--- config.mk ---
export PLATFORM = sky130hd
export DESIGN_NAME = alu_issue_ctrl
export DESIGN_NICKNAME = d
export VERILOG_FILES = /design/src/rtl/alu_issue_ctrl.sv
export SDC_FILE = /design/constraint.sdc
export NUM_CORES = 1
export LEC_CHECK = 0
export CORE_ASPECT_RATIO = 1.25
export CORE_UTILIZATION = 40
export CTS_CLUSTER_DIAMETER = 40
export DETAILED_ROUTE_END_ITERATION = 12
export PLACE_DENSITY = 0.82
export SYNTH_ARGS = -nofsm -noshare
export SYNTH_HDL_FRONTEND = slang
export SYNTH_SLANG_ARGS = --single-unit
--- constraint.sdc ---
create_clock -name clk -period 4.04 [get_ports clk]
set_input_delay 0.606 -clock clk [delete_from_list [all_inputs] [get_ports clk]]
set_output_delay 0.606 -clock clk [all_outputs]
set_load 0.01 [all_outputs]
--- src/rtl/alu_issue_ctrl.sv ---
// alu_issue_ctrl: issues one op at a time to the ALU, holds operands, acks the result and returns it with the predicate outcome.
// Define ALU_TIMEOUT_EN to add the err port and a MAX_WAIT cycle result timeout.
module alu_issue_ctrl #(
  parameter int TAG_W = 4,
  parameter int MAX_WAIT = 64
) (
  input  logic             clk,
  input  logic             rst,
  input  logic             in_vld,
  output logic             in_rdy,
  input  logic [3:0]       in_op,
  input  logic [31:0]      in_a,
  input  logic [31:0]      in_b,
  input  logic [2:0]       in_cond,
  input  logic [TAG_W-1:0] in_tag,
  output logic [31:0]      alu_a,
  output logic [31:0]      alu_b,
  output logic [3:0]       alu_sel,
  output logic             alu_en,
  input  logic [31:0]      alu_out,
  input  logic             alu_set,
  input  logic             alu_eq,
  input  logic             alu_gt,
  input  logic             alu_ge,
  input  logic             alu_vld,
  output logic             alu_ack,
  output logic             out_vld,
  input  logic             out_rdy,
  output logic [31:0]      out_res,
  output logic             out_taken,
  output logic [TAG_W-1:0] out_tag,
`ifdef ALU_TIMEOUT_EN
  output logic             err,
`endif
  output logic             busy
);
  localparam logic [1:0] IDLE = 2'd0, ISSUE = 2'd1, WAIT = 2'd2, RESP = 2'd3;
  logic [1:0] state;
  logic [2:0] cond;
  logic       taken_c;
  logic       timeout;
  assign in_rdy  = state == IDLE;
  assign alu_en  = state == ISSUE;
  assign out_vld = state == RESP;
  assign busy    = state != IDLE;
  always_comb
    taken_c = cond == 3'd1 ? alu_eq  :
              cond == 3'd2 ? alu_gt  :
              cond == 3'd3 ? alu_ge  :
              cond == 3'd4 ? alu_set : 1'b0;
`ifdef ALU_TIMEOUT_EN
  localparam int CW = $clog2(MAX_WAIT + 1);
  logic [CW-1:0] cnt;
  // a result that shows up after a timeout is swallowed while idle
  assign alu_ack = alu_vld && (state == WAIT || state == IDLE);
  assign timeout = state == WAIT && !alu_vld && cnt == CW'(MAX_WAIT - 1);
  always_ff @(posedge clk)
    if (rst) begin
      cnt <= '0;
      err <= 1'b0;
    end else begin
      cnt <= state == ISSUE ? '0 : state == WAIT ? cnt + 1'b1 : cnt;
      err <= timeout ? 1'b1 : (state == RESP && out_rdy) ? 1'b0 : err;
    end
`else
  assign alu_ack = alu_vld && state == WAIT;
  assign timeout = 1'b0;
  if (MAX_WAIT < 1) begin : g_bad_wait
    $error("MAX_WAIT must be positive");
  end
`endif
  // operand registers only load on acceptance, so they stay stable for the whole op
  always_ff @(posedge clk)
    if (rst) begin
      state     <= IDLE;
      alu_a     <= '0;
      alu_b     <= '0;
      alu_sel   <= '0;
      cond      <= '0;
      out_tag   <= '0;
      out_res   <= '0;
      out_taken <= 1'b0;
    end else begin
      if (state == IDLE && in_vld) begin
        state   <= ISSUE;
        alu_a   <= in_a;
        alu_b   <= in_b;
        alu_sel <= in_op;
        cond    <= in_cond;
        out_tag <= in_tag;
      end
      if (state == ISSUE) state <= WAIT;
      if (state == WAIT && alu_vld) begin
        state     <= RESP;
        out_res   <= alu_out;
        out_taken <= taken_c;
      end
      if (timeout) begin
        state     <= RESP;
        out_res   <= 32'hDEADBEEF;
        out_taken <= 1'b0;
      end
      if (state == RESP && out_rdy) state <= IDLE;
    end
endmodule
==> results of run 1 <==
-- final timing paths --
path / endpoint / slack [ns]
worst min-delay path: alu_b[20]$_SDFFE_PP0P_ / 0.45
worst max-delay path: alu_ack / 1.03
worst max register to register: alu_b[12]$_SDFFE_PP0P_ / 2.08
worst min register to register: alu_b[20]$_SDFFE_PP0P_ / 0.45
-- cell usage after synthesis, drive strengths merged, types with 2 or more instances --
cell type	count
buf	17
o21ai	2
dfxtp	110
nor3b	2
nand2	214
a21oi	108
nor2b	4
clkbuf	18
a211oi	2
-- kinds of logic after synthesis --
family | Yosys count
DFF | 110
AOI/OAI and AO/OA | 114
and+or+nand+nor | 226
buffers and inverters | 37
-- cell type report --
| class | count | area (um^2) |
|---|---|---|
| flip-flops and latches | 110 | 2200 |
| multi-input cells | 340 | 1480 |
| well taps | 123 | 154 |
| repair buffers | 230 | 2290 |
| clock inverters | 1 | 30.0 |
| clock buffers | 13 | 260 |
| fillers | 747 | 2850 |
| inverters | 2 | 7.51 |
-- tightest hold or removal path, stage by stage (launching register included) --
cell and delay [ns]:
dfxtp_1 0.31, nand2_1 0.05, a21oi_1 0.05
-- cells in the final DEF, fill, tap and decap left out, drive strengths merged --
cell,count
a2111oi,1
a211oi,2
a21oi,108
a31o,1
and2,1
buf,6
bufinv,1
clkbuf,13
clkdlybuf4s50,224
clkinv,1
dfxtp,110
inv,1
nand2,214
nand2b,1
nand3b,1
nor2,1
nor2b,4
nor3b,2
o21ai,2
or3,1
or3b,1
-- registers in the layout, summed over array words and instances, names as in the netlist --
signal     count
out_tag        4
alu_a         32
cond           3
alu_b         32
alu_sel        4
state          2
out_taken      1
out_res       32
-- where the power goes --
part           leakage (uW)  switching [uW]  total (uW)  internal (uW)
Clock              0.000142             357         866            508
Combinational       0.00127             199         456            258
Sequential         0.000899            36.1        1190           1150
-- stage by stage --
| stage | cell area (um^2) | instances | util [%] | power [uW] |
|---|---|---|---|---|
| after floorplan | 3860 | 487 | - | 1400 |
| after global placement | 6130 | 805 | 66.1 | 1660 |
| after detailed placement | 6130 | 805 | 66.1 | 1670 |
| after CTS | 6420 | 819 | 69.2 | 2540 |
| after global routing | 6420 | 819 | 69.2 | 2620 |
| final | 6420 | 819 | 69.2 | 2510 |
-- layer usage --
layer / vias up / GRT usage (%) / wire, um
met5: - / 0 / 0
met4: 0 / 9.07 / 327
met3: 23 / 5.53 / 737
met2: 158 / 40.6 / 5780
met1: 1760 / 24.8 / 4330
li1: 1967 / - / -
==> flow_summary_export.csv, run 1 <==
group,metric,value,unit
timing,relSlewSlack,23.4,%
synth,synth_cell_types,23,
timing,slew_violations,0,
synth,ys_seq_area_share,57.1,%
worst_setup_path,start_kind,"primary input",
detailed_routing,vias_per_cell,4.77,
worst_setup_path,worst-setup-path-type,"in -> out",
synth,synth_compound_area_share,15.1,%
synth,synthXorXnorAreaFrac,0,%
synth,synth_fp_nets,603,
timing,fin_hold_ws,0.451,ns
synth,synthCells,487,
detailed_routing,first_pass_iters,5,
timing,fin_skew,0.00638,ns
synth,synth_fa_ha_area_share,0,%
clock_tree,numCtsBuffers,9,
layout,drive_gt1_share,3.02,%
detailed_routing,routedWlPerCell,13.6,um
synth,synth_top_area_cell,"dfxtp_1",
layout,num_antenna_cells,0,
grt,grt_pass1_wl,18100,um
grt,overflow,0,
worst_setup_path,worst-path-stages,6,
worst_setup_path,rr_worst_depth,4,
timing,fmax,332,MHz
worst_hold_path,min_from,"alu_b[20]$_SDFFE_PP0P_",
grt,grt_max_degree,112,
floorplan,initial_core_util,41.6,%
pwr,vdd_drop_max,233,uV
worst_setup_path,crit_fanout,34,
clock_tree,postCtsHoldBufs,0,
synth,synthTopCellsByArea,"dfxtp_1, nand2_1, a21oi_1, clkbuf_1, buf_2",
detailed_routing,num_vias,3908,
timing,rsz0062_at_grt,"no",
floorplan,die_y,112,um
clock_tree,clock_path_buffers,2,
worst_setup_path,crit_family,"buffers and inverters",
worst_setup_path,crit_slowest_cell,"clkdlybuf4s50_1",
place,place.gp.congestion,0.793,
place,dp_hpwl,7910,um
timing,setup_viol,0,
clock_tree,cts.repair.resized,0,
worst_setup_path,critPathRequiredTime,3.43,ns
synth,muxShareOfSynthArea,0,%
synth,synth_top_family_by_area,"simple AND/OR/NAND/NOR gates",
detailed_routing,totalWireLength,11200,um
timing,fin_tns_setup,0,ns
detailed_routing,drc,0,
clock_tree,htreeDepth,3,
detailed_routing,drt_iter0_markers,152,
clock_tree,clkSlewWorstSetupHoldPaths,0.06,ns
synth,synth_edf_count,0,
synth,ys.flop_type,"dfxtp_1",
place,portBuffers,225,
floorplan,die_w,89.8,um
worst_setup_path,critPathBufInv,5,
synth,synth_top_area_share,57.1,%
clock_tree,clock_latency,0.34,ns
place,dp_slack,1.01,ns
grt,grt.total_usage,22.3,%
clock_tree,cts_setup_buffers,0,
worst_setup_path,path_cells,"clkdlybuf4s50_1 -> nand3b_1 -> buf_4 -> clkinv_1 -> buf_4 -> clkdlybuf4s50_1",
worst_setup_path,cpPeakStageDelay,0.60,ns
timing,timing.final.crit_share,74.6,%
clock_tree,cts_tree,"built",
pwr,powerDensity,391,mW/mm^2
grt,grt_pass1_vias,3741,
timing,hold_viol,0,
floorplan,dieArea,0.0100,mm^2
grt,antenna_found_initial,0,
synth,ys_warn_count,0,
floorplan,num_rows,39,
floorplan,io_pins,226,
synth,ys_ff_latch,110,
worst_hold_path,whs_path_depth,2,
worst_setup_path,crit-reg2reg-launch,"state[0]$_SDFFE_PP0P_",
synth,syn_avg_cell_area,7.92,um^2
clock_tree,cts_sinks,110,
timing,worst_pin_slew,1.15,ns
floorplan,core_area,0.00927,mm^2
detailed_routing,antenna_left,0,
synth,syn_area,0.00386,mm^2
worst_setup_path,cp-startpoint,"alu_vld",
timing,period_needed,3.01,ns
flow_run,drv_cap,0,
timing,fin_ws,1.03,ns
synth,synth-simple-area-share,23.0,%
worst_setup_path,end_kind,"primary output",
clock_tree,root_buffer,"clkbuf_16",
layout,area_growth,66.4,%
worst_setup_path,arrival,2.41,ns
outcome,status,"completed",
pwr,power.leakage,0.00231,uW
synth,synthArstFlopShare,0,%
worst_hold_path,hold_class,"reg -> reg",
layout,num-nets-final,809,
(Power assumes the default switching activity.)
==> run 2: changes to the inputs <==
CORE_UTILIZATION = 38   (was 40)
PLACE_DENSITY = 0.79   (was 0.82)
clock period = 3.1 ns   (was 4.04 ns; I/O delays follow)
==> run 2 against run 1 <==
Critical path depth fell by 2. Global-route usage fell by 1.2 points. Largest power group unchanged. Register-to-register slack got worse by 0.65 ns. First-iteration DRC count is 22% higher. Setup slack got worse by 0.17 ns. Core utilization fell by 3.3 points. Sequential power is 30% higher. Final area grew 0.29%. Power is 30% higher. Worst hold slack gained 0.0024 ns. Cell count grew 0.73%.
==> flow_summary_export.csv, run 2 (synthesized netlist as in run 1, its figures left out) <==
group,metric,value,unit
outcome,status,"completed",
layout,most-common-layout-cells,"clkdlybuf4s50_1, nand2_1, dfxtp_1, a21oi_1, clkbuf_16",
clock_tree,htreeDepth,3,
detailed_routing,drt_iter0_markers,185,
floorplan,initial_core_util,39.5,%
place,place.gp.congestion,0.762,
worst_setup_path,ff2ff_setup_slack,1.43,ns
clock_tree,cts_setup_buffers,0,
detailed_routing,vias_per_cell,4.77,
layout,area_growth,66.9,%
layout,final_common_cell,"clkdlybuf4s50_1",
worst_hold_path,hold_class,"reg -> reg",
layout,reg_top3,"alu_a: 32 flops, alu_b: 32 flops, out_res: 32 flops",
layout,n_fill_cell,842,
flow_run,drv_cap,0,
layout,drive_gt1_share,3.58,%
detailed_routing,num_vias,3932,
clock_tree,cts.repair.resized,0,
timing,fmax,446,MHz
timing,hold_viol,0,
layout,stdcell_count,825,
clock_tree,cts_tree,"built",
clock_tree,clock_path_buffers,2,
timing,worst_pin_slew,0.764,ns
clock_tree,postCtsHoldBufs,0,
detailed_routing,first_pass_iters,5,
timing,period_needed,2.24,ns
clock_tree,cts_sinks,110,
worst_setup_path,crit_fanout,2,
timing,fin_hold_ws,0.453,ns
grt,overflow,0,
place,dp_cells,809,
layout,num_antenna_cells,0,
detailed_routing,drc,0,
grt,grt.total_usage,21.1,%
floorplan,dieArea,0.0106,mm^2
place,place_area,0.00614,mm^2
pwr,powerDensity,508,mW/mm^2
floorplan,core_area,0.00976,mm^2
layout,fin_util,65.9,%
grt,grt_pass1_wl,17700,um
detailed_routing,antenna_left,0,
clock_tree,clkSlewWorstSetupHoldPaths,0.07,ns
worst_setup_path,worst-setup-path-type,"in -> out",
timing,relSlewSlack,49.1,%
detailed_routing,totalWireLength,11400,um
detailed_routing,routedWlPerCell,13.8,um
timing,timing.final.crit_share,72.3,%
timing,fin_skew,0.00801,ns
floorplan,die_w,92.1,um
layout,final_area,0.00644,mm^2
grt,grt_max_degree,77,
grt,antenna_found_initial,0,
timing,setup_viol,0,
worst_setup_path,start_kind,"primary input",
worst_setup_path,end_kind,"primary output",
timing,rsz0062_at_grt,"no",
floorplan,io_pins,226,
worst_setup_path,critPathRequiredTime,2.63,ns
timing,fin_tns_setup,0,ns
place,portBuffers,225,
clock_tree,numCtsBuffers,9,
timing,slew_violations,0,
place,dp_hpwl,8030,um
layout,num-nets-final,810,
clock_tree,clock_latency,0.34,ns
pwr,vdd_drop_max,401,uV
worst_setup_path,arrival,1.78,ns
floorplan,num_rows,40,
clock_tree,root_buffer,"clkbuf_16",
grt,grt_pass1_vias,3790,
pwr,power.leakage,0.00233,uW
floorplan,die_y,115,um
-- run 2: cell count changes in the layout (fill, tap and decap cells not counted) --
cell / delta
buf_4: +1
clkbuf_8: +2
clkinv_4: +1
clkbuf_1: -1
bufinv_16: -1
clkinv_2: +1
-- run 2: power by group --
| group | internal (uW) | switching [uW] |
|---|---|---|
| combinational | 335 | 261 |
| clock | 634 | 490 |
| sequential | 1500 | 48.4 |
| total | 2470 | 799 |
-- run 2: metal layers --
layer,routed length (um),global-route usage (%)
met5,0,0
met4,331,9.58
met3,782,5.44
met2,5690,36.5
met1,4550,24.4
-- run 2: critical path, cell delays in order --
cell and delay, ns:
clkdlybuf4s50_1 0.47, nand3b_1 0.17, clkinv_1 0.13, clkdlybuf4s50_1 0.54
-- run 2: path summary, 6_finish.rpt --
path,startpoint,endpoint,depth (start not counted)
worst max register to register,state[0]$_SDFFE_PP0P_,alu_b[1]$_SDFFE_PP0P_,4
worst min-delay path,alu_a[21]$_SDFFE_PP0P_,alu_a[21]$_SDFFE_PP0P_,2
worst min register to register,alu_a[21]$_SDFFE_PP0P_,alu_a[21]$_SDFFE_PP0P_,2
worst max-delay path,alu_vld,alu_ack,4
-- run 2: metrics by stage --
stage | power [uW] | setup WS (ns)
after floorplan | 1820 | 1.63
after detailed placement | 2180 | 0.843
after CTS | 3300 | 0.843
after global placement | 2160 | 0.841
after global routing | 3410 | 0.805
final | 3270 | 0.858
-- run 2: area by class of cell --
type,count,area [um^2],share of cell area [%]
repair buffers,231,2290,35.7
inverters,2,7.51,0.117
clock inverters,2,13.8,0.214
flip-flops and latches,110,2200,34.2
multi-input cells,340,1480,22.9
well taps,126,158,2.45
clock buffers,14,284,4.41
